## config.mk

```make
export PLATFORM = sky130hd
export DESIGN_NAME = ftw_meter_flat
export DESIGN_NICKNAME = d
export VERILOG_FILES = /design/src/rtl/ftw_meter_if.sv /design/src/rtl/ftw_meter.sv /design/src/flat_wrapper.sv
export SDC_FILE = /design/constraint.sdc
export NUM_CORES = 1
export LEC_CHECK = 0
export CORE_MARGIN = 2
export CORE_UTILIZATION = 35
export CTS_CLUSTER_DIAMETER = 120
export DETAILED_ROUTE_END_ITERATION = 7
export GPL_TIMING_DRIVEN = 0
export PLACE_DENSITY = 0.49
export SLEW_MARGIN = 25
export SYNTH_ARGS = -nofsm -noshare
export SYNTH_HDL_FRONTEND = slang
export SYNTH_SLANG_ARGS = --single-unit
```

## constraint.sdc

```tcl
create_clock -name clk -period 4.8 [get_ports clk]
set_clock_uncertainty 0.05 [all_clocks]
set_input_delay 0.72 -clock clk [delete_from_list [all_inputs] [get_ports clk]]
set_output_delay 0.72 -clock clk [all_outputs]
set_load 0.05 [all_outputs]
```

## src/rtl/ftw_meter_if.sv

```systemverilog
// Measurement bus of ftw_meter: the observed signal and enable in, the recovered word out.
// The meter owns the outputs and there is no backpressure: valid is a bare one-cycle pulse.
interface ftw_meter_if #(
  parameter int FTW_W = 16
);
  logic             enable;
  logic             sig_in;
  logic [FTW_W-1:0] ftw_out;
  logic             valid;
  logic             overflow;

  modport master (output enable, sig_in, input ftw_out, valid, overflow);
  modport slave  (input enable, sig_in, output ftw_out, valid, overflow);
endinterface

```

## src/rtl/ftw_meter.sv

```systemverilog
// Recovers FTW = floor(PERIODS*2^FTW_W/cycles) from a clk-synchronous square wave; valid NUM_W+2
// cycles after the closing edge. There is no backpressure: each result is pulsed once on valid and then held.
module ftw_meter #(
  parameter int FTW_W   = 16,
  parameter int PERIODS = 16,
  parameter int CNT_W   = 24
) (
  input  logic        clk,
  input  logic        reset,
  ftw_meter_if.slave  bus
);

  localparam int NUM_W = FTW_W + $clog2(PERIODS) + 1;
  localparam int PER_W = (PERIODS > 1) ? $clog2(PERIODS) : 1;
  localparam int BIT_W = $clog2(NUM_W + 1);

  localparam logic [NUM_W-1:0] NUMER    = NUM_W'(PERIODS) << FTW_W;
  localparam logic [PER_W-1:0] PER_LAST = PER_W'(PERIODS - 1);
  localparam logic [BIT_W-1:0] BIT_LAST = BIT_W'(NUM_W - 1);
  localparam logic [CNT_W-1:0] CYC_MAX  = '1;

  localparam logic [2:0] S_IDLE = 3'd0;
  localparam logic [2:0] S_ARM  = 3'd1;
  localparam logic [2:0] S_MEAS = 3'd2;
  localparam logic [2:0] S_DIV  = 3'd3;
  localparam logic [2:0] S_DONE = 3'd4;

  logic [2:0]       state_q, state_d;
  logic             sig_q;
  logic [CNT_W-1:0] cyc_q, cyc_d;
  logic [PER_W-1:0] per_q, per_d;
  logic [CNT_W:0]   div_q, div_d;
  logic [CNT_W:0]   rem_q, rem_d;
  logic [NUM_W-1:0] dq_q, dq_d;
  logic [BIT_W-1:0] bit_q, bit_d;
  logic             ovf_pend_q, ovf_pend_d;
  logic [FTW_W-1:0] ftw_q, ftw_d;
  logic             ovf_q, ovf_d;
  logic             valid_q, valid_d;

  logic             rise;
  logic [CNT_W+1:0] rem_sh;
  logic [CNT_W+1:0] rem_sub;

  assign rise = bus.sig_in & ~sig_q;

  assign bus.ftw_out  = ftw_q;
  assign bus.valid    = valid_q;
  assign bus.overflow = ovf_q;

  always_comb begin
    state_d    = state_q;
    cyc_d      = cyc_q;
    per_d      = per_q;
    div_d      = div_q;
    rem_d      = rem_q;
    dq_d       = dq_q;
    bit_d      = bit_q;
    ovf_pend_d = ovf_pend_q;
    ftw_d      = ftw_q;
    ovf_d      = ovf_q;
    valid_d    = 1'b0;
    rem_sh     = '0;
    rem_sub    = '0;

    case (state_q)
      S_IDLE: begin
        if (bus.enable) state_d = S_ARM;
      end

      S_ARM: begin
        if (!bus.enable) begin
          state_d = S_IDLE;
        end else if (rise) begin
          cyc_d   = '0;
          per_d   = '0;
          state_d = S_MEAS;
        end
      end

      S_MEAS: begin
        if (!bus.enable) begin
          state_d = S_IDLE;
        end else begin
          cyc_d = (cyc_q == CYC_MAX) ? cyc_q : cyc_q + CNT_W'(1);
          // Closing edge wins over a simultaneous counter timeout.
          if (rise && per_q == PER_LAST) begin
            div_d      = {1'b0, cyc_q} + (CNT_W + 1)'(1);
            dq_d       = NUMER;
            rem_d      = '0;
            bit_d      = '0;
            ovf_pend_d = 1'b0;
            state_d    = S_DIV;
          end else if (cyc_q == CYC_MAX) begin
            ovf_pend_d = 1'b1;
            state_d    = S_DONE;
          end else if (rise) begin
            per_d = per_q + PER_W'(1);
          end
        end
      end

      S_DIV: begin
        if (!bus.enable) begin
          state_d = S_IDLE;
        end else begin
          // dq holds unconsumed numerator bits above the quotient bits shifted in so far.
          rem_sh  = {rem_q, dq_q[NUM_W-1]};
          rem_sub = rem_sh - {1'b0, div_q};
          if (rem_sh >= {1'b0, div_q}) begin
            rem_d = rem_sub[CNT_W:0];
            dq_d  = {dq_q[NUM_W-2:0], 1'b1};
          end else begin
            rem_d = rem_sh[CNT_W:0];
            dq_d  = {dq_q[NUM_W-2:0], 1'b0};
          end
          bit_d = bit_q + BIT_W'(1);
          if (bit_q == BIT_LAST) state_d = S_DONE;
        end
      end

      S_DONE: begin
        valid_d = 1'b1;
        if (ovf_pend_q) begin
          ftw_d = '0;
          ovf_d = 1'b1;
        end else begin
          ftw_d = (|dq_q[NUM_W-1:FTW_W]) ? '1 : dq_q[FTW_W-1:0];
          ovf_d = 1'b0;
        end
        state_d = bus.enable ? S_ARM : S_IDLE;
      end

      default: state_d = S_IDLE;
    endcase
  end

  always_ff @(posedge clk) begin
    if (reset) begin
      state_q    <= S_IDLE;
      sig_q      <= 1'b0;
      cyc_q      <= '0;
      per_q      <= '0;
      div_q      <= '0;
      rem_q      <= '0;
      dq_q       <= '0;
      bit_q      <= '0;
      ovf_pend_q <= 1'b0;
      ftw_q      <= '0;
      ovf_q      <= 1'b0;
      valid_q    <= 1'b0;
    end else begin
      state_q    <= state_d;
      sig_q      <= bus.sig_in;
      cyc_q      <= cyc_d;
      per_q      <= per_d;
      div_q      <= div_d;
      rem_q      <= rem_d;
      dq_q       <= dq_d;
      bit_q      <= bit_d;
      ovf_pend_q <= ovf_pend_d;
      ftw_q      <= ftw_d;
      ovf_q      <= ovf_d;
      valid_q    <= valid_d;
    end
  end

endmodule

```

## src/flat_wrapper.sv

```systemverilog
// flat-port wrapper written by rule: the top's interface ports become plain ports
module ftw_meter_flat 
#(
  parameter int FTW_W   = 16,
  parameter int PERIODS = 16,
  parameter int CNT_W   = 24
)
  (clk, reset, bus_enable, bus_sig_in, bus_ftw_out, bus_valid, bus_overflow);
  ftw_meter_if #(.FTW_W(FTW_W)) bus_i ();
  input  logic clk;
  input  logic reset;
  input wire logic [$bits(bus_i.enable)-1:0] bus_enable;
  input wire logic [$bits(bus_i.sig_in)-1:0] bus_sig_in;
  output wire logic [$bits(bus_i.ftw_out)-1:0] bus_ftw_out;
  output wire logic [$bits(bus_i.valid)-1:0] bus_valid;
  output wire logic [$bits(bus_i.overflow)-1:0] bus_overflow;
  assign bus_i.enable = bus_enable;
  assign bus_i.sig_in = bus_sig_in;
  assign bus_ftw_out = bus_i.ftw_out;
  assign bus_valid = bus_i.valid;
  assign bus_overflow = bus_i.overflow;
  ftw_meter #(.FTW_W(FTW_W), .PERIODS(PERIODS), .CNT_W(CNT_W)) u_core (.clk(clk), .reset(reset), .bus(bus_i));
endmodule
```

==> results of run 1 <==
worst max path at each step:
stage                       endpoint            start  slack (ns)
floorplan           u_core.rem_q[10]  u_core.dq_q[20]        2.34
global placement    u_core.rem_q[23]       bus_sig_in        1.13
detailed placement  u_core.rem_q[23]       bus_sig_in        1.11
CTS                 u_core.rem_q[23]       bus_sig_in        1.56
global route        u_core.rem_q[23]       bus_sig_in        1.41
finish              u_core.rem_q[23]       bus_sig_in        1.66
through the flow:
step                      power (mW)  hold WS [ns]
final                           2.58         0.417
after global routing            2.68         0.436
after CTS                       2.61         0.419
after detailed placement        1.24         0.411
after global placement          1.24         0.407
after floorplan                 1.19         0.382
registers in the layout, indices dropped and copies added (netlist names):
name                 cells
u_core.sig_q             1
u_core.rem_q            25
u_core.bus.overflow      1
u_core.bit_q             5
u_core.bus.valid         1
u_core.state_q           3
u_core.per_q             4
u_core.div_q            25
u_core.bus.ftw_out      16
u_core.dq_q             21
u_core.ovf_pend_q        1
u_core.cyc_q            24
critical path: stages:
cell and delay, ns:
clkdlybuf4s50_1 0.48, nor2b_1 0.18, nand4_1 0.24, nor2_1 0.82, nor3_2 0.29, clkbuf_1 0.35, a32oi_1 0.23, nand2_1 0.07
synth_stat cells (9+ instances only):
library cell,instances
nor3_1,32
inv_1,31
o21ai_0,40
xor2_1,24
o21ai_1,24
or3_1,11
a211oi_1,26
mux2i_1,10
xnor2_1,17
buf_2,9
nand3b_1,9
a21oi_1,103
nor2_1,117
nand4_1,13
a31oi_1,10
ha_1,29
nand3_1,42
nand2_1,81
dfxtp_1,127
clkbuf_1,38
area by class of cell:
cell class | instances | area [sq um]
Clock inverter | 15 | 185
Timing Repair Buffer | 19 | 190
Clock buffer | 17 | 425
Tap cell | 265 | 332
Buffer | 56 | 268
Inverter | 33 | 129
Fill cell | 2044 | 11400
Multi-Input combinational cell | 679 | 3960
Sequential cell | 127 | 2540
cell families after synthesis:
family	Yosys count	synth area share
AO/OA/AOI/OAI	242	0.206
XOR/XNOR	41	0.0521
adder cells (fa/ha/maj)	30	0.0555
buffers and inverters	89	0.0575
flip-flops	127	0.369
multiplexers	10	0.0145
AND/OR/NAND/NOR	356	0.245
where the power goes:
part / switching [mW] / total, mW / internal [mW]
Combinational: 0.107 / 0.150 / 0.0437
Clock: 0.545 / 1.37 / 0.825
Sequential: 0.00348 / 1.06 / 1.06
routing by layer:
metal / global-route usage / vias up
met2: 0.310 / 68
li1: - / 3222
met4: 0.0506 / 0
met5: 0 / -
met1: 0.268 / 2910
met3: 0.0437 / 13
==> key figures, run 1 <==
Status
  – Outcome: completed

Synthesis
  – Syn avg cell area: 7.70 sq um
  – EDFF count, synth: 0
  – Syn. warnings: 0
  – Post-synth top area share: 0.369
  – Ys flop type: dfxtp_1
  – Mapped Area: 6890 sq um
  – Unique masters post-synth: 61
  – Seq/Total Area, Yosys: 0.369
  – Post-Syn Instances: between 800 and 900
  – #FFs+latches synth: between 100 and 150
  – Largest cells by area after synthesis: dfxtp_1 37%, a21oi_1 7.5%, nor2_1 6.4%, ha_1 5.3%, nand2_1 4.4%
  – Cell accounting for the most synthesized area: dfxtp_1
  – Synth async-reset ratio: 0
  – Syn nets: approximately 930

Power and ir drop
  – Pwr Density: 322 nW/um^2
  – Leak Pwr: around 2.9 nW
  – Worst vdd ir: ~0.24 mV

Detailed routing
  – Met3 wire length: 510 um
  – Post-DRT Antenna Nets: 0
  – First-pass detailed-route iteration total: 4
  – Initial drt markers: 312
  – Post-route DRC: 0
  – Vias/cell: slightly above 5
  – Met2 WL: between 8 and 9 mm
  – Vias: between 6000 and 7000
  – Met1 Routed Length: about 9.8 mm
  – Total wire length: 19.3 mm
  – DR WL/cell: 15.9 um
  – DR top layer: met4

STA
  – RSZ-0062 raised after global routing: false
  – Slew Viols, Final: 0
  – Final setup TNS: 0 ns
  – Final period util: 0.653
  – # setup viols final: 0
  – Minimum clock period: roughly 3.1 ns
  – Fmax: around 0.32 GHz
  – Rel. slew slack: 0.347
  – Slew @ Worst Pin: between 0.9 and 1 ns
  – Final Hold Vio Count: 0
  – Final worst slack: roughly 1.7 ns

Final layout
  – Commonest non-fill, non-tap cell in the layout: dfxtp_1
  – Diode count: 0
  – NumNets Final: a little under 1000
  – Finished layout cell area: ~8000 sq um
  – Fraction of layout cells with a size suffix above 1: 0.0708
  – Layout Cells excl Fill: approximately 1200
  – Commonest non-fill, non-tap cells in the layout: 127 x dfxtp_1, 117 x nor2_1, 103 x a21oi_1, 81 x nand2_1, 42 x nand3_1
  – Layout area overhead: 16.5%
  – Final core occ: 0.414

Worst setup path
  – Crit path max fanout: 10
  – Worst R2R Start: u_core.dq_q[20]
  – Worst R2R End: u_core.rem_q[22]
  – R2R setup slack: 1.89 ns
  – WP data arrival: ~3.4 ns
  – Worst EP required: 5.05 ns
  – R2R cell count: 12
  – Critical Path Sink Type: register
  – Crit Path Category: in2reg
  – CP Launch Type: primary input

Placed design
  – Pre-CTS setup slack: about 1.1 ns
  – Placed Area: 7410 sq um
  – Final GP Congestion: slightly above 0.8
  – Port Buf Inserts: 19
  – Placed insts: about 1200
  – Hpwl dp: 14.2 mm

Floorplan
  – I/O pin cnt: 22
  – Die width: around 140 um
  – Die area: 20800 sq um
  – Row Count: roughly 50
  – Initial Util: 0.355
  – Core area: ~19000 sq um
  – Height of the die: roughly 140 um

CTS
  – Worst-Skew Late Latency: 0.44 ns
  – TritonCTS clock tree: done
  – Post-CTS resize count: 0
  – CTS max path bufs: 2
  – Num CTS Buffers: 17
  – Reg clk slew, reported paths: 0.06 ns
  – H-tree depth: 4
  – Setup Fix Bufs, Post-CTS: 0
  – Hold buffers post-CTS: 0
  – Root buffer cell: clkbuf_16
  – Num Clock Sinks: 127

GRT
  – Total grt overflow: 0
  – First-pass GRT wire length: around 31 mm
  – Initial antenna violation count: 0
  – Total track usage: 0.195
  – Largest net degree at the start of global routing: 17
  – Vias in the first global route: between 5000 and 6000

Flow run
  – Max-cap viol count: 0

Min path
  – Hold depth: 2
  – Hold Path End: u_core.div_q[11]
  – Hold path start: u_core.div_q[11]
  – Worst hold path type: reg2reg
Note: power is estimated with default switching activity, not from simulation.
==> inputs of run 2 (changes only) <==
--- a/config.mk
+++ b/config.mk
@@ -10,7 +10,7 @@
 export CTS_CLUSTER_DIAMETER = 120
 export DETAILED_ROUTE_END_ITERATION = 7
 export GPL_TIMING_DRIVEN = 0
-export PLACE_DENSITY = 0.49
+export PLACE_DENSITY = 0.51
 export SLEW_MARGIN = 25
 export SYNTH_ARGS = -nofsm -noshare
 export SYNTH_HDL_FRONTEND = slang
==> constraint.sdc (replaced) <==
create_clock -name clk -period 2.7 [get_ports clk]
set_clock_uncertainty 0.05 [all_clocks]
set_input_delay 0.405 -clock clk [delete_from_list [all_inputs] [get_ports clk]]
set_output_delay 0.405 -clock clk [all_outputs]
set_load 0.05 [all_outputs]
==> run 2 against run 1 <==
  * First-iteration DRC count is 6.1% higher
  * Die area stayed put
  * Clock power is 65% higher
  * Global-route usage is 0.089 points lower
  * Power is 71% higher
  * Register-to-register slack worse by 1.8 ns
==> key figures, run 2 (synthesis gave the netlist of run 1 again) <==
Floorplan
  – I/O pin cnt: 22
  – Die area: 20800 sq um
  – Die width: 144 um
  – Height of the die: 144 um
  – Core area: about 19000 sq um
  – Initial Util: 0.355
  – Row Count: between 50 and 60

Min path
  – Worst hold path type: in2reg
  – Hold path start: bus_enable
  – Hold Path End: u_core.ovf_pend_q
  – Hold depth: 3

Detailed routing
  – DR WL/cell: around 16 um
  – Vias: 6369
  – First-pass detailed-route iteration total: 6
  – Total wire length: between 15 and 20 mm
  – Post-route DRC: 0
  – Initial drt markers: 331
  – Vias/cell: between 5 and 6
  – Post-DRT Antenna Nets: 0

Placed design
  – Hpwl dp: roughly 14 mm
  – Pre-CTS setup slack: -0.363 ns
  – Port Buf Inserts: 19
  – Final GP Congestion: ~0.8

CTS
  – H-tree depth: 4
  – Num CTS Buffers: 17
  – Reg clk slew, reported paths: approximately 0.070 ns
  – Worst-Skew Late Latency: approximately 0.43 ns
  – CTS max path bufs: 2
  – Hold buffers post-CTS: 0
  – TritonCTS clock tree: done
  – Num Clock Sinks: between 100 and 150
  – Root buffer cell: clkbuf_16

STA
  – Fmax: ~0.38 GHz
  – Slew @ Worst Pin: between 0.6 and 0.7 ns
  – RSZ-0062 raised after global routing: true
  – Final worst slack: 0.0906 ns
  – Rel. slew slack: 0.562
  – Slew Viols, Final: 0
  – Minimum clock period: about 2.6 ns
  – Final period util: 0.966
  – # setup viols final: 0
  – Final Hold Vio Count: 0

Final layout
  – Commonest non-fill, non-tap cell in the layout: dfxtp_1
  – Final core occ: 0.432
  – Layout area overhead: 21.7%
  – Biggest regs: u_core.div_q: 25 flops, u_core.rem_q: 25 flops, u_core.cyc_q: 24 flops
  – Fillers: just over 2000
  – Fraction of layout cells with a size suffix above 1: 0.128
  – Commonest non-fill, non-tap cells in the layout: 126 x dfxtp_1, 114 x nor2_1, 96 x a21oi_1, 80 x nand2_1, 41 x nand3_1
  – Diode count: 0
  – NumNets Final: 975

Worst setup path
  – CP Cell Sequence: inv_1, ha_2, fa_2, nor2b_2, o31a_1, o211a_1, o2111ai_2, and3_4, buf_12, clkbuf_16, a32oi_2, o21ai_2
  – Crit Path Category: reg2reg
  – Cell family with most CP delay: compound AO/OA/AOI/OAI gates
  – Crit. path cell count: 12
  – Crit path from: u_core.dq_q[20]
  – CP max stage delay: around 0.35 ns
  – CP Launch Type: register
  – Worst R2R End: u_core.rem_q[10]
  – Critical Path Sink Type: register
  – Worst EP required: between 2 and 3 ns
  – Crit path max fanout: 9
  – R2R cell count: 12
  – WP data arrival: ~2.9 ns
  – R2R setup slack: 0.09 ns
  – Worst R2R Start: u_core.dq_q[20]
  – Crit-path slowest cell: fa_2
  – WP buf/inv: 3

Power and ir drop
  – Worst vdd ir: 0.443 mV
  – Leak Pwr: slightly above 3 nW
  – Pwr Density: 527 nW/um^2

Status
  – Outcome: completed

GRT
  – Total grt overflow: 0
  – Total track usage: 0.194
  – Vias in the first global route: between 5000 and 6000
  – First-pass GRT wire length: approximately 32 mm
  – Largest net degree at the start of global routing: 17
  – Initial antenna violation count: 0

Flow run
  – Max-cap viol count: 0
run 2: changes by cell type in the layout (fill, tap and decap cells not counted), sizes merged:
| cell | change |
|---|---|
| inv | -2 |
| buf | +8 |
| clkinv | +3 |
| clkbuf | +1 |
| bufinv | -2 |
run 2: per-layer routing:
metal	share of wire	GRT usage
met5	0	0
met4	0.015	0.0577
met3	0.029	0.0344
met2	0.46	0.314
met1	0.49	0.265
run 2: how the worst max path moves through the flow:
stage                       endpoint  slack (ns)
floorplan           u_core.rem_q[20]        0.24
global placement    u_core.rem_q[23]       -0.86
detailed placement  u_core.rem_q[23]       -0.36
CTS                  u_core.rem_q[7]       0.003
global route         u_core.rem_q[8]       -0.02
finish              u_core.rem_q[10]        0.09
run 2: report_power, final:
group / leakage, nW / switching, mW / internal [mW] / total (mW)
combinational: 1.78 / 0.193 / 0.0815 / 0.275
clock: 0.270 / 0.954 / 1.30 / 2.26
sequential: 1.02 / 0.00612 / 1.88 / 1.89
total: 3.07 / 1.15 / 3.27 / 4.42
run 2: timing repair:
item / in CTS / in global routing
gates cloned: 0 / 1
gates resized for setup: 16 / 55
setup buffers: 4 / 4
setup endpoints to repair: 36 / 51
pin swaps: 5 / 5
run 2: area by class of cell:
cell class | count | area, sq um | area share
sequential | 127 | 2540 | 0.303
clock buffer | 18 | 439 | 0.0523
tap | 265 | 332 | 0.0395
timing repair buffer | 28 | 275 | 0.0328
buffer | 55 | 299 | 0.0356
inverter | 33 | 136 | 0.0163
clock inverter | 14 | 135 | 0.0161
multi-input combinational | 679 | 4230 | 0.504
run 2: per-stage QoR:
step,area [sq um],setup TNS (ns),hold WS (ns),cells,power [mW]
final,8390,0,0.330,1219,4.42
after global routing,8390,-0.0409,0.326,1219,4.57
after CTS,8080,0,0.309,1214,4.46
after detailed placement,7420,-10.66,0.413,1179,2.20
after global placement,7410,-27.17,0.410,1179,2.20
after floorplan,6890,0,0.382,895,2.12
run 2: worst min-delay path, delay by kind of cell:
family                 cells  cell delay [ns]
buffers and inverters      1             0.16
AO/OA/AOI/OAI              1             0.14
AND/OR/NAND/NOR            1             0.05
==> inputs of run 3 (changes only) <==
--- a/config.mk
+++ b/config.mk
@@ -5,6 +5,7 @@
 export SDC_FILE = /design/constraint.sdc
 export NUM_CORES = 1
 export LEC_CHECK = 0
+export ABC_AREA = 1
 export CORE_MARGIN = 2
 export CORE_UTILIZATION = 35
 export CTS_CLUSTER_DIAMETER = 120
==> run 3 against run 2 <==
  * Non-clock buffer count decreased by 21
  * Final area is 4.9% higher
  * Combinational power fell by 41%
  * Sequential share of layout area fell by 1.4 points
  * Highest routed layer unchanged
  * Utilization down 2.6 points
  * Cell count rose by 25%
  * Critical endpoint is now u_core.rem_q[23]
  * Flip-flop and latch count unchanged
  * Count of clock-buffer cells in the layout is 2 higher
  * First-iteration DRC count rose by 8.8%
  * Sequential power barely moved
==> key figures, run 3 <==
Status
  – Outcome: completed

Worst setup path
  – Worst R2R Start: u_core.dq_q[20]
  – CP Launch Type: register
  – Crit path max fanout: 10
  – R2R setup slack: around 0.2 ns
  – R2R cell count: 12
  – Worst R2R End: u_core.rem_q[23]
  – CP max stage delay: ~0.44 ns
  – Crit-path slowest cell: fa_1
  – WP buf/inv: 3
  – Crit Path Category: reg2reg
  – Cell family with most CP delay: simple AND/OR/NAND/NOR gates
  – WP data arrival: approximately 2.7 ns
  – Worst EP required: ~2.9 ns
  – Critical Path Sink Type: register
  – CP Cell Sequence: inv_1, ha_1, fa_1, inv_1, nand3_1, nand3_2, nand2_1, nand3_2, clkbuf_4, nand3_1, nand2_1, a21oi_1

GRT
  – Largest net degree at the start of global routing: 17
  – Total track usage: 0.194
  – Initial antenna violation count: 0
  – Vias in the first global route: just over 7000
  – Total grt overflow: 0
  – First-pass GRT wire length: roughly 36 mm

Floorplan
  – Die width: between 150 and 200 um
  – Die area: approximately 23000 sq um
  – Row Count: 54
  – Initial Util: 0.354
  – Height of the die: 152 um
  – I/O pin cnt: 22
  – Core area: roughly 22000 sq um

Placed design
  – Placed Area: between 8000 and 9000 sq um
  – Final GP Congestion: 0.867
  – Placed insts: 1496
  – Pre-CTS setup slack: 0.0224 ns
  – Port Buf Inserts: 20
  – Hpwl dp: around 17 mm

CTS
  – Num Clock Sinks: 127
  – TritonCTS clock tree: done
  – Num CTS Buffers: 17
  – CTS max path bufs: 2
  – Reg clk slew, reported paths: around 0.060 ns
  – Post-CTS resize count: 0
  – Setup Fix Bufs, Post-CTS: 0
  – H-tree depth: 4
  – Root buffer cell: clkbuf_16
  – Worst-Skew Late Latency: roughly 0.43 ns
  – Hold buffers post-CTS: 0

Final layout
  – Commonest non-fill, non-tap cell in the layout: nand2_1
  – Layout Cells excl Fill: roughly 1500
  – Layout area overhead: 14.8%
  – Fillers: 2378
  – Commonest non-fill, non-tap cells in the layout: 383 x nand2_1, 174 x inv_1, 128 x a21oi_1, 127 x dfxtp_1, 65 x nand3_1
  – Finished layout cell area: roughly 8800 sq um
  – Fraction of layout cells with a size suffix above 1: 0.0721
  – Diode count: 0
  – Biggest regs: u_core.div_q: 25 flops, u_core.rem_q: 25 flops, u_core.cyc_q: 24 flops
  – NumNets Final: between 1000 and 1500

Power and ir drop
  – Worst vdd ir: ~0.30 mV
  – Pwr Density: roughly 490 nW/um^2
  – Pwr Total: 4.28 mW
  – Leak Pwr: ~4 nW

Synthesis
  – #FFs+latches synth: around 130
  – Cell accounting for the most synthesized area: dfxtp_1
  – EDFF count, synth: 0
  – Mapped Area: approximately 7700 sq um
  – Synth cell count leaders: 383 x nand2_1, 174 x inv_1, 128 x a21oi_1
  – Synth async-reset ratio: 0
  – Post-synth top area share: 0.332
  – Seq/Total Area, Yosys: 0.332
  – Syn. warnings: 0
  – Largest cells by area after synthesis: dfxtp_1 33%, nand2_1 19%, inv_1 8.5%, a21oi_1 8.4%, ha_1 4.7%
  – Top-count cell post-synth: nand2_1
  – Syn avg cell area: between 6 and 7 sq um
  – Post-Syn Instances: about 1200
  – Unique masters post-synth: 43
  – Syn nets: roughly 1200
  – Ys flop type: dfxtp_1

Detailed routing
  – First-pass detailed-route iteration total: 7
  – Vias/cell: ~4.8
  – Vias: 7395
  – Initial drt markers: 360
  – DR WL/cell: between 10 and 15 um
  – Post-route DRC: 0
  – Post-DRT Antenna Nets: 0
  – Total wire length: 22.0 mm

Min path
  – Hold Path End: u_core.bus.ftw_out[5]
  – Worst hold path type: reg2reg
  – Hold path start: u_core.bus.ftw_out[5]
  – Hold depth: 2

STA
  – Final Hold Vio Count: 0
  – Fmax: about 0.40 GHz
  – Minimum clock period: around 2.5 ns
  – Slew Viols, Final: 0
  – Final setup TNS: 0 ns
  – RSZ-0062 raised after global routing: false
  – Rel. slew slack: 0.486
  – Slew @ Worst Pin: slightly below 0.8 ns
  – Final period util: 0.925
  – # setup viols final: 0
  – Final worst slack: between 0.2 and 0.25 ns

Flow run
  – Max-cap viol count: 0
[run 3: changes by cell type after synthesis, sizes merged, moves of 10 or more]
cell	before	now
a211oi	27	2
a21oi	103	134
a31oi	10	0
clkbuf	39	21
inv	33	185
mux2i	10	0
nand2	82	389
nand3	42	69
nand4	14	30
nor2	117	66
nor3	35	16
o21ai	65	49
or3	11	0
xor2	24	13
[run 3: how the worst max path moves through the flow]
stage                      from                to  cells past startpoint
6_report        u_core.dq_q[20]  u_core.rem_q[23]                     12
5_1_grt        u_core.div_q[17]  u_core.rem_q[15]                     12
4_1_cts         u_core.div_q[7]  u_core.rem_q[23]                     12
3_5_place_dp    u_core.div_q[7]  u_core.rem_q[23]                     12
3_3_place_gp    u_core.div_q[7]  u_core.rem_q[23]                     12
2_1_floorplan   u_core.dq_q[20]  u_core.rem_q[23]                     12
[run 3: layout make-up]
cell class                      instances  area, sq um  share of cell area
Tap cell                              280          350              0.0398
Inverter                              186          698              0.0794
Clock buffer                           20          457              0.0519
Clock inverter                         12          110              0.0125
Buffer                                 42          213              0.0242
Sequential cell                       127         2540               0.289
Timing Repair Buffer                   20          200              0.0228
Multi-Input combinational cell        841         4230               0.480
[run 3: metrics by stage]
stage	hold WS, ns	util
final	0.411	0.407
after global routing	0.433	0.407
after CTS	0.414	0.406
after detailed placement	0.405	0.380
after global placement	0.403	0.380
after floorplan	0.383	-
[run 3: worst min-delay path, stage by stage, from the launching register on]
cell     delay (ns)
dfxtp_1        0.31
nand2_1        0.06
a21oi_1        0.05
[run 3: routing by layer]
metal / vias up / wire length [um] / part of all wire / track usage
met2: 112 / 9880 / 0.45 / 0.315
met1: 3363 / 11000 / 0.50 / 0.267
met3: 30 / 655 / 0.030 / 0.0302
met5: - / 0 / 0 / 0
met4: 0 / 425 / 0.019 / 0.0596
li1: 3890 / - / - / -
[run 3: power breakdown]
group | total, mW | internal [mW] | switching [mW]
clock network | 2.23 | 1.32 | 0.911
registers | 1.89 | 1.88 | 0.00825
logic | 0.162 | 0.0413 | 0.121
total | 4.28 | 3.24 | 1.04
[run 3: cells by family after synthesis]
family,synth area share
AOI/OAI and AO/OA,0.138
xor gates and xnor gates,0.0286
adders and majority gates,0.0500
buffers and inverters,0.118
DFF,0.332
and+or+nand+nor,0.334
